## config.mk

```make
export PLATFORM = sky130hd
export DESIGN_NAME = keymap_access_arbiter_flat
export DESIGN_NICKNAME = d
export VERILOG_FILES = /design/src/rtl/keymap_access_arbiter_pkg.sv /design/src/rtl/keymap_access_arbiter_if.sv /design/src/rtl/keymap_access_arbiter.sv /design/src/flat_wrapper.sv
export SDC_FILE = /design/constraint.sdc
export NUM_CORES = 1
export LEC_CHECK = 0
export CAP_MARGIN = 20
export CORE_MARGIN = 2
export CORE_UTILIZATION = 49
export DETAILED_ROUTE_END_ITERATION = 16
export PLACE_DENSITY = 0.88
export SYNTH_ARGS = -nofsm -noshare
export SYNTH_HDL_FRONTEND = slang
export SYNTH_SLANG_ARGS = --single-unit
```

## constraint.sdc

```tcl
create_clock -name clk -period 4.05 [get_ports clk]
set_input_delay 0.81 -clock clk [delete_from_list [all_inputs] [get_ports clk]]
set_output_delay 0.81 -clock clk [all_outputs]
set_load 0.03 [all_outputs]
```

## src/rtl/keymap_access_arbiter_pkg.sv

```systemverilog
// rtl/keymap_access_arbiter_pkg.sv - shared widths and FSM state encoding for the keymap arbiter
//
// Purpose: single home for the keymap RAM geometry, the CPU pointer width and
//          the arbiter state encoding, imported by the interface and the top.
// Ports:   none (package).
package keymap_access_arbiter_pkg;

    localparam int KM_ADDR_W = 11;
    localparam int KM_DATA_W = 8;
    localparam int CPU_PTR_W = 12;

    typedef enum logic [2:0] {
        ST_IDLE     = 3'd0,
        ST_KB_RD    = 3'd1,
        ST_KB_CAP   = 3'd2,
        ST_CPU_RD   = 3'd3,
        ST_CPU_CAP  = 3'd4,
        ST_CPU_WR   = 3'd5,
        ST_CPU_WAIT = 3'd6
    } state_t;

endpackage

```

## src/rtl/keymap_access_arbiter_if.sv

```systemverilog
// rtl/keymap_access_arbiter_if.sv - keyboard, CPU and RAM signal bundle around the keymap arbiter
//
// Purpose: groups the translator lookup handshake, the CPU keymap register
//          strobes and the shared keymap RAM port pair.
// Modports:
//   master - the arbiter: takes kb_req/kb_addr, cpu_*, ram_rdata1/2;
//            drives kb_ack, kb_data1/2, kb_overrun, cpu_dout, ram_addr,
//            ram_we1/2, ram_wdata.
//   slave  - the surroundings (translator, register file, RAMs), mirror image.
interface keymap_access_arbiter_if
    import keymap_access_arbiter_pkg::*;
#(
    parameter int ADDR_W = KM_ADDR_W,
    parameter int DATA_W = KM_DATA_W
) ();

    logic              kb_req;
    logic [ADDR_W-1:0] kb_addr;
    logic              kb_ack;
    logic [DATA_W-1:0] kb_data1;
    logic [DATA_W-1:0] kb_data2;
    logic              kb_overrun;

    logic              cpu_read;
    logic              cpu_write;
    logic              cpu_rewind;
    logic [DATA_W-1:0] cpu_din;
    logic [DATA_W-1:0] cpu_dout;

    logic [ADDR_W-1:0] ram_addr;
    logic              ram_we1;
    logic              ram_we2;
    logic [DATA_W-1:0] ram_wdata;
    logic [DATA_W-1:0] ram_rdata1;
    logic [DATA_W-1:0] ram_rdata2;

    modport master (
        input  kb_req, kb_addr, cpu_read, cpu_write, cpu_rewind, cpu_din,
               ram_rdata1, ram_rdata2,
        output kb_ack, kb_data1, kb_data2, kb_overrun, cpu_dout,
               ram_addr, ram_we1, ram_we2, ram_wdata
    );

    modport slave (
        output kb_req, kb_addr, cpu_read, cpu_write, cpu_rewind, cpu_din,
               ram_rdata1, ram_rdata2,
        input  kb_ack, kb_data1, kb_data2, kb_overrun, cpu_dout,
               ram_addr, ram_we1, ram_we2, ram_wdata
    );

endinterface

```

## src/rtl/keymap_access_arbiter.sv

```systemverilog
// rtl/keymap_access_arbiter.sv - serialises keyboard lookups and CPU keymap access onto the keymap RAMs
//
// Purpose: owns the bank1/bank2 keymap RAM port pair. Keyboard translation
//          lookups read both banks at kb_addr; the CPU uploads/reads the
//          keymap through an auto-incrementing 12-bit pointer whose bit0
//          selects the bank and bits[11:1] the RAM address.
// Ports:
//   clk  - system clock (PS/2 domain)
//   rst  - asynchronous reset, active-high
//   bus  - keymap_access_arbiter_if.master: kb_req/kb_addr -> kb_ack,
//          kb_data1/2, kb_overrun; cpu_read/write/rewind/din -> cpu_dout;
//          ram_addr, ram_we1/2, ram_wdata -> ram_rdata1/2
module keymap_access_arbiter
    import keymap_access_arbiter_pkg::*;
(
    input  logic                     clk,
    input  logic                     rst,
    keymap_access_arbiter_if.master  bus
);

    state_t                 state;
    state_t                 state_nxt;

    logic [KM_ADDR_W-1:0]   kb_hold;
    logic                   kb_pend;
    logic                   ret_wait;
    logic [CPU_PTR_W-1:0]   cpu_ptr;

    logic [KM_ADDR_W-1:0]   ram_addr_c;
    logic                   ram_we1_c;
    logic                   ram_we2_c;
    logic [KM_DATA_W-1:0]   ram_wdata_c;

    logic                   kb_cap;
    logic                   cpu_cap;
    logic                   ret_wait_set;
    logic                   ret_wait_clr;
    logic                   ptr_inc;
    logic                   ptr_clr;

    // A request is accepted in every state; a second one before the first is
    // served replaces the address and is flagged, the older lookup is lost.
    always_ff @(posedge clk or posedge rst) begin
        if (rst) begin
            kb_hold        <= '0;
            kb_pend        <= 1'b0;
            bus.kb_overrun <= 1'b0;
        end else if (bus.kb_req) begin
            kb_hold <= bus.kb_addr;
            kb_pend <= 1'b1;
            if (kb_pend) begin
                bus.kb_overrun <= 1'b1;
            end
        end else if (kb_cap) begin
            kb_pend <= 1'b0;
        end
    end

    always_ff @(posedge clk or posedge rst) begin
        if (rst) begin
            state        <= ST_IDLE;
            ret_wait     <= 1'b0;
            cpu_ptr      <= '0;
            bus.kb_ack   <= 1'b0;
            bus.kb_data1 <= '0;
            bus.kb_data2 <= '0;
            bus.cpu_dout <= '0;
        end else begin
            state      <= state_nxt;
            bus.kb_ack <= kb_cap;
            if (kb_cap) begin
                bus.kb_data1 <= bus.ram_rdata1;
                bus.kb_data2 <= bus.ram_rdata2;
            end
            if (cpu_cap) begin
                bus.cpu_dout <= cpu_ptr[0] ? bus.ram_rdata2 : bus.ram_rdata1;
            end
            if (ret_wait_set) begin
                ret_wait <= 1'b1;
            end else if (ret_wait_clr) begin
                ret_wait <= 1'b0;
            end
            if (ptr_clr) begin
                cpu_ptr <= '0;
            end else if (ptr_inc) begin
                cpu_ptr <= cpu_ptr + 12'd1;
            end
        end
    end

    // The address is also held through the *_RD states so the RAM registers
    // the same location twice; the capture state then sees the data of the
    // newest kb_hold even if a request overwrote it while leaving IDLE.
    always_comb begin
        state_nxt    = state;
        ram_addr_c   = '0;
        ram_we1_c    = 1'b0;
        ram_we2_c    = 1'b0;
        ram_wdata_c  = '0;
        kb_cap       = 1'b0;
        cpu_cap      = 1'b0;
        ret_wait_set = 1'b0;
        ret_wait_clr = 1'b0;
        ptr_inc      = 1'b0;
        ptr_clr      = 1'b0;

        case (state)
            ST_IDLE: begin
                if (kb_pend) begin
                    ram_addr_c = kb_hold;
                    state_nxt  = ST_KB_RD;
                end else if (bus.cpu_rewind) begin
                    ptr_clr = 1'b1;
                end else if (bus.cpu_read) begin
                    ram_addr_c = cpu_ptr[CPU_PTR_W-1:1];
                    state_nxt  = ST_CPU_RD;
                end else if (bus.cpu_write) begin
                    ram_addr_c = cpu_ptr[CPU_PTR_W-1:1];
                    state_nxt  = ST_CPU_WR;
                end
            end
            ST_KB_RD: begin
                ram_addr_c = kb_hold;
                state_nxt  = ST_KB_CAP;
            end
            ST_KB_CAP: begin
                kb_cap = 1'b1;
                if (ret_wait) begin
                    ret_wait_clr = 1'b1;
                    state_nxt    = ST_CPU_WAIT;
                end else begin
                    state_nxt = ST_IDLE;
                end
            end
            ST_CPU_RD: begin
                ram_addr_c = cpu_ptr[CPU_PTR_W-1:1];
                state_nxt  = ST_CPU_CAP;
            end
            ST_CPU_CAP: begin
                cpu_cap   = 1'b1;
                state_nxt = ST_CPU_WAIT;
            end
            ST_CPU_WR: begin
                ram_addr_c  = cpu_ptr[CPU_PTR_W-1:1];
                ram_we1_c   = ~cpu_ptr[0];
                ram_we2_c   = cpu_ptr[0];
                ram_wdata_c = bus.cpu_din;
                state_nxt   = ST_CPU_WAIT;
            end
            ST_CPU_WAIT: begin
                // Keyboard is served inside a long CPU strobe; the pointer
                // only moves once the strobe has ended.
                if (kb_pend) begin
                    ret_wait_set = 1'b1;
                    ram_addr_c   = kb_hold;
                    state_nxt    = ST_KB_RD;
                end else if (!bus.cpu_read && !bus.cpu_write) begin
                    ptr_inc   = 1'b1;
                    state_nxt = ST_IDLE;
                end
            end
            default: begin
                state_nxt = ST_IDLE;
            end
        endcase
    end

    assign bus.ram_addr  = ram_addr_c;
    assign bus.ram_we1   = ram_we1_c;
    assign bus.ram_we2   = ram_we2_c;
    assign bus.ram_wdata = ram_wdata_c;

endmodule

```

## src/flat_wrapper.sv

```systemverilog
// flat-port wrapper written by rule: the top's interface ports become plain ports
module keymap_access_arbiter_flat import keymap_access_arbiter_pkg::*;
  (clk, rst, bus_kb_req, bus_kb_addr, bus_cpu_read, bus_cpu_write, bus_cpu_rewind, bus_cpu_din, bus_ram_rdata1, bus_ram_rdata2, bus_kb_ack, bus_kb_data1, bus_kb_data2, bus_kb_overrun, bus_cpu_dout, bus_ram_addr, bus_ram_we1, bus_ram_we2, bus_ram_wdata);
  keymap_access_arbiter_if bus_i ();
  input  logic clk;
  input  logic rst;
  input wire logic [$bits(bus_i.kb_req)-1:0] bus_kb_req;
  input wire logic [$bits(bus_i.kb_addr)-1:0] bus_kb_addr;
  input wire logic [$bits(bus_i.cpu_read)-1:0] bus_cpu_read;
  input wire logic [$bits(bus_i.cpu_write)-1:0] bus_cpu_write;
  input wire logic [$bits(bus_i.cpu_rewind)-1:0] bus_cpu_rewind;
  input wire logic [$bits(bus_i.cpu_din)-1:0] bus_cpu_din;
  input wire logic [$bits(bus_i.ram_rdata1)-1:0] bus_ram_rdata1;
  input wire logic [$bits(bus_i.ram_rdata2)-1:0] bus_ram_rdata2;
  output wire logic [$bits(bus_i.kb_ack)-1:0] bus_kb_ack;
  output wire logic [$bits(bus_i.kb_data1)-1:0] bus_kb_data1;
  output wire logic [$bits(bus_i.kb_data2)-1:0] bus_kb_data2;
  output wire logic [$bits(bus_i.kb_overrun)-1:0] bus_kb_overrun;
  output wire logic [$bits(bus_i.cpu_dout)-1:0] bus_cpu_dout;
  output wire logic [$bits(bus_i.ram_addr)-1:0] bus_ram_addr;
  output wire logic [$bits(bus_i.ram_we1)-1:0] bus_ram_we1;
  output wire logic [$bits(bus_i.ram_we2)-1:0] bus_ram_we2;
  output wire logic [$bits(bus_i.ram_wdata)-1:0] bus_ram_wdata;
  assign bus_i.kb_req = bus_kb_req;
  assign bus_i.kb_addr = bus_kb_addr;
  assign bus_i.cpu_read = bus_cpu_read;
  assign bus_i.cpu_write = bus_cpu_write;
  assign bus_i.cpu_rewind = bus_cpu_rewind;
  assign bus_i.cpu_din = bus_cpu_din;
  assign bus_i.ram_rdata1 = bus_ram_rdata1;
  assign bus_i.ram_rdata2 = bus_ram_rdata2;
  assign bus_kb_ack = bus_i.kb_ack;
  assign bus_kb_data1 = bus_i.kb_data1;
  assign bus_kb_data2 = bus_i.kb_data2;
  assign bus_kb_overrun = bus_i.kb_overrun;
  assign bus_cpu_dout = bus_i.cpu_dout;
  assign bus_ram_addr = bus_i.ram_addr;
  assign bus_ram_we1 = bus_i.ram_we1;
  assign bus_ram_we2 = bus_i.ram_we2;
  assign bus_ram_wdata = bus_i.ram_wdata;
  keymap_access_arbiter u_core (.clk(clk), .rst(rst), .bus(bus_i));
endmodule
```

---- Word-level counts from Yosys, hierarchy flattened ----
Cells that the tools add are included.
word-level totals
  logic and storage cells ................. 68
  output and inout bits ................... 47
  flip-flop bits (word level) ............. 54
  input bits .............................. 41
operators by class
  multiplexer cells ....................... 36
  reduce and logical (&&, ||, !) cells .... 11
  equal/unequal tests ..................... 9
  bitwise logic cells ..................... 1
  add/subtract/negate cells ............... 1
operator list
  cell                                                   count
  2-to-1 mux 11 bit                                      5
  case mux 11 bit (4 select lines)                       1
  2-to-1 mux 12 bit                                      2
  2-to-1 mux 3 bit                                       7
  2-to-1 mux 1 bit                                       18
  case mux 3 bit (6 select lines)                        1
  2-to-1 mux 8 bit                                       2
  adder 12 x 1 -> 12 bit, second input constant          1
  equality test 3 bit, second input constant             3
  equality test 3 x 2 -> 1 bit, second input constant    2
  nonzero test 2 bit                                     3
  inequality test 4 x 3 -> 1 bit, second input constant  1
  OR reduction 2 bit                                     2
  equality test 3 x 1 -> 1 bit, second input constant    1
  logical NOT 3 bit                                      1
  inequality test 3 x 1 -> 1 bit, second input constant  1
  inequality test 3 x 2 -> 1 bit, second input constant  1
  AND reduction 3 bit                                    1
  logical NOT 1 bit                                      2
  AND reduction 2 bit                                    1
  logical AND 1 bit                                      1
  inverter 1 bit                                         1

---- Depth between registers and ports, before layout ----
  depth in word-level cells ............... 7
  depth in mapped cells ................... 6
  mapped depth without buffers ............ 5

---- Worst setup path before layout ----
Ideal clock, no wire load.
  path type ............................... input to output
  start ................................... input bus_cpu_write
  end ..................................... output bus_ram_addr[0]
  data arrival time ....................... 1,858 ps
  required time ........................... 3,240 ps
  slack ................................... 1,382 ps
  path buffers ............................ 1
  stages on the path ...................... 5
  path through ............................ nor2_1 nor2_1 a22o_1 buf_2 a22o_1
on the way
  word-level cells in the longest chain between the ends .. 5
RTL lines
  what                              line                          text
  start, declared                   flat_wrapper.sv:10            input wire logic [$bits(bus_i.cpu_write)-1:0] bus_cpu_write;
  2-to-1 mux 11 bit                 keymap_access_arbiter.sv:117  end else if (bus.cpu_write) begin
  2-to-1 mux 11 bit                 keymap_access_arbiter.sv:114  end else if (bus.cpu_read) begin
  2-to-1 mux 11 bit                 keymap_access_arbiter.sv:112  end else if (bus.cpu_rewind) begin
  2-to-1 mux 11 bit                 keymap_access_arbiter.sv:109  if (kb_pend) begin
  case mux 11 bit (4 select lines)  keymap_access_arbiter.sv:107  case (state)
  end, declared                     flat_wrapper.sv:20            output wire logic [$bits(bus_i.ram_addr)-1:0] bus_ram_addr;
No other way between the ends.

---- Worst setup path in the final report ----
  start ................................... input bus_cpu_read
  end ..................................... output bus_ram_addr[0]
on the way
  word-level cells in the longest chain between the ends .. 4
RTL lines
  what                              line                          text
  start, declared                   flat_wrapper.sv:9             input wire logic [$bits(bus_i.cpu_read)-1:0] bus_cpu_read;
  2-to-1 mux 11 bit                 keymap_access_arbiter.sv:114
  2-to-1 mux 11 bit                 keymap_access_arbiter.sv:112
  2-to-1 mux 11 bit                 keymap_access_arbiter.sv:109
  case mux 11 bit (4 select lines)  keymap_access_arbiter.sv:107
No other way between the ends.

==> impl_metrics.csv <==
group,metric,value,unit
outcome,status,"completed",
sta,finalMaxSlewViolations,0,
job,cap_violations,0,
sta,tightest_slew,0.923,ns
floorplan,die_width,75.9,um
worst_setup_path,slowest_stage,"clkdlybuf4s50_1",
drt,vias_per_cell,5.37,
placement,place_congestion,0.854,
sta,slew-limit-headroom,38.4,%
clocking,path_clk_slew,0.09,ns
worst_setup_path,crit_end,"bus_ram_addr[0]",
drt,drt-total-wl,5.95,mm
yosys,synth_area_leaders,"dfrtp_1 (53%), mux2_2 (12%), a22o_1 (4.2%)",
finish,fin_cells,379,
sta,finalHoldViolCount,0,
yosys,synth_cell_types,40,
floorplan,die_area,5760,um^2
clocking,cts_hold_buffers,0,
drt,routedWlPerCell,15.7,um
floorplan,num_rows,26,
yosys,avgSynthCellArea,11.4,um^2
grt,globalRouteOverflowTotal,0,
worst_setup_path,reg2reg_to,"u_core.cpu_ptr[11]$_DFFE_PP0P_",
clocking,root_buffer,"clkbuf_8",
worst_setup_path,r2r_start,"u_core.cpu_ptr[0]$_DFFE_PP0P_",
worst_setup_path,cp.arrival,2.87,ns
placement,placed_area,3480,um^2
worst_setup_path,r2r_setup_slack,1.92,ns
floorplan,boundaryPins,88,
yosys,netlist_instances,222,
worst_hold_path,hold_class,"reg -> reg",
worst_setup_path,required,3.24,ns
drt,vias,2037,
power,total_leakage_power,1.45,nW
power,p_clk_share,11.9,%
drt,drt_iter0_markers,110,
drt,ant_nets,0,
yosys,ys.flop_type,"dfrtp_1",
finish,drive_above_1_share,14.6,%
sta,hold_ws,0.464,ns
floorplan,die_h,75.9,um
worst_setup_path,crit_chain,"clkdlybuf4s50_1, nor2_1, nor2_1, a22o_1, a22o_1, clkdlybuf4s50_1",
drt,drtPass1Iterations,4,
grt,grtUsageTotal,21.7,%
placement,io_buffers,87,
finish,syn_to_final_growth,41.1,%
worst_setup_path,critPathMaxStageDelay,0.67,ns
worst_setup_path,cp_max_fo,11,
finish,antenna_cells,0,
sta,setup_tns,0,ns
power,internal-power,0.00148,W
floorplan,core,5040,um^2
yosys,synth_nets,264,
power,sw_frac_of_total,42.1,%
yosys,netlist_area,2530,um^2
yosys,async_flop_share,100,%
power,comb_power_share,53.0,%
yosys,yosysSeqAreaShare,53.4,%
worst_setup_path,end_kind,"output pin",
clocking,cts-buffers-inserted,5,
grt,grt_pass1_wl,9.19,mm
yosys,yosys.area.top_type,"dfrtp_1",
grt,grt_pass1_vias,1891,
worst_setup_path,reg2reg_depth,4,
sta,finalCriticalPeriod,3.68,ns
power,power.net_switching,0.00108,W
worst_setup_path,path_class,"in -> out",
worst_setup_path,setup.worst_path.start,"bus_cpu_read",
sta,grt_setup_unrepaired,"false",
yosys,synth_top_area_share,53.4,%
sta,fin_worst_skew,0.00780,ns
yosys,ys_seq_elements,54,
clocking,cts_sinks,54,
grt,antenna_found_initial,0,
clocking,cts_max_path_buffers,2,
floorplan,initial_core_util,50.2,%
clocking,post-cts-setup-buffers,0,
grt,grt_max_degree,29,
clocking,cts_tree,"yes",
yosys,synth-edff-count,0,
finish,final_nets,350,
finish,stdcell_area,3570,um^2
worst_hold_path,hold_path_depth,1,
sta,fmax,272,MHz
clocking,insertion_delay,0.30,ns
placement,dpl.hpwl,4.42,mm
sta,fin_crit_sh,90.9,%
placement,placed_cells,371,
drt,drc_errors,0,
power,power_frac_seq,35.1,%
clocking,h-tree-depth,2,
yosys,synth_warnings,0,
sta,finalSetupViolCount,0,
worst_setup_path,cp-start-kind,"input port",
power,power_density,715,nW/um^2
clocking,post_cts.resized_instances,0,
power,irDropWorstVdd,0.579,mV
## Yosys cell counts (2+ instances only)
cell,instances
mux2_2,27
inv_1,3
o21ai_0,10
mux2i_1,8
buf_2,6
nand2_1,5
nor4_1,2
clkbuf_1,4
a21oi_1,13
a22o_1,12
dfrtp_1,54
nand4_1,3
nor2_1,23
xor2_1,7
and2_1,10
buf_1,2
o31ai_1,2
xnor2_1,2
nand3_1,8
## flip-flops by register name, summed over array words and instances, names as in the netlist
signal and flops:
u_core.ret_wait 1, u_core.bus.kb_overrun 1, u_core.kb_pend 1, u_core.bus.kb_data1 8, u_core.bus.kb_data2 8, u_core.kb_hold 11, u_core.bus.cpu_dout 8, u_core.bus.kb_ack 1
u_core.state 3, u_core.cpu_ptr 12
## final cells by class
cell class / count / area (um^2)
flip-flops and latches: 54 / 1350
inverters: 3 / 11.3
clock inverters: 1 / 5.00
clock buffers: 7 / 86.3
well taps: 70 / 87.6
multi-input cells: 153 / 1120
fillers: 366 / 1470
repair buffers: 91 / 913
## per-stage QoR
step	util, %	total power [W]	setup WS, ns
global route	70.8	0.00269	0.286
floorplan	-	0.00173	1.38
global placement	68.6	0.00222	0.406
CTS	70.8	0.00257	0.379
detailed placement	69.0	0.00226	0.390
finish	70.8	0.00255	0.369
## placed cells by master, fill, tap and decap left out, types with 2 or more instances in the layout
master,synthesis,layout
and2_1,10,10
clkdlybuf4s50_1,0,87
xnor2_1,2,2
a21oi_1,13,13
mux2_2,27,27
inv_1,3,2
nand4_1,3,3
nand2_1,5,5
o31ai_1,2,2
mux2i_1,8,8
nor2_1,23,23
xor2_1,7,7
o21ai_0,10,10
clkbuf_8,0,6
dfrtp_1,54,54
nand3_1,8,8
buf_4,0,3
nor4_1,2,2
a22o_1,12,12
## cells by family (layout without fill, tap and decap cells)
group,after synthesis,in the layout,synth area share [%]
flip-flops,54,54,53.4
adder cells (fa/ha/maj),1,1,0.494
XOR/XNOR,9,9,3.11
buffers and inverters,15,102,2.52
AO/OA/AOI/OAI,41,41,10.5
AND/OR/NAND/NOR,67,67,14.9
multiplexers,35,35,15.2
## critical path: cells and delay by family
kind                   cells  cell delay (ns)
buffers and inverters      2             1.20
AOI/OAI and AO/OA          2             0.65
and+or+nand+nor            2             0.20
## routing by layer
metal  up-vias  GRT usage [%]  routed length, um
met5         -              0                  0
met4         0           6.82                 75
met3         7           4.76                285
met2        55           36.0               3040
met1      1009           28.4               2550
li1        966              -                  -
## power by group through the flow
stage | Sequential, W | Clock [W] | Combinational, W
2_1_floorplan | 0.00107 | 0 | 0.000651
3_3_place_gp | 0.000892 | 0 | 0.00133
6_report | 0.000895 | 0.000305 | 0.00135
3_5_place_dp | 0.000905 | 0 | 0.00136
4_1_cts | 0.000893 | 0.000312 | 0.00136
5_1_grt | 0.000926 | 0.000330 | 0.00144
## how the worst min path moves through the flow
stage / start / to / slack, ns
after floorplan: u_core.kb_hold[7]$_DFFE_PP0P_ / u_core.kb_hold[7]$_DFFE_PP0P_ / 0.48
after global placement: u_core.bus.kb_overrun$_DFFE_PP0P_ / u_core.bus.kb_overrun$_DFFE_PP0P_ / 0.44
after detailed placement: u_core.bus.kb_overrun$_DFFE_PP0P_ / u_core.bus.kb_overrun$_DFFE_PP0P_ / 0.44
after CTS: u_core.bus.kb_overrun$_DFFE_PP0P_ / u_core.bus.kb_overrun$_DFFE_PP0P_ / 0.46
after global routing: u_core.bus.kb_overrun$_DFFE_PP0P_ / u_core.bus.kb_overrun$_DFFE_PP0P_ / 0.47
final: u_core.bus.kb_overrun$_DFFE_PP0P_ / u_core.bus.kb_overrun$_DFFE_PP0P_ / 0.46
(Power assumes the default switching activity.)
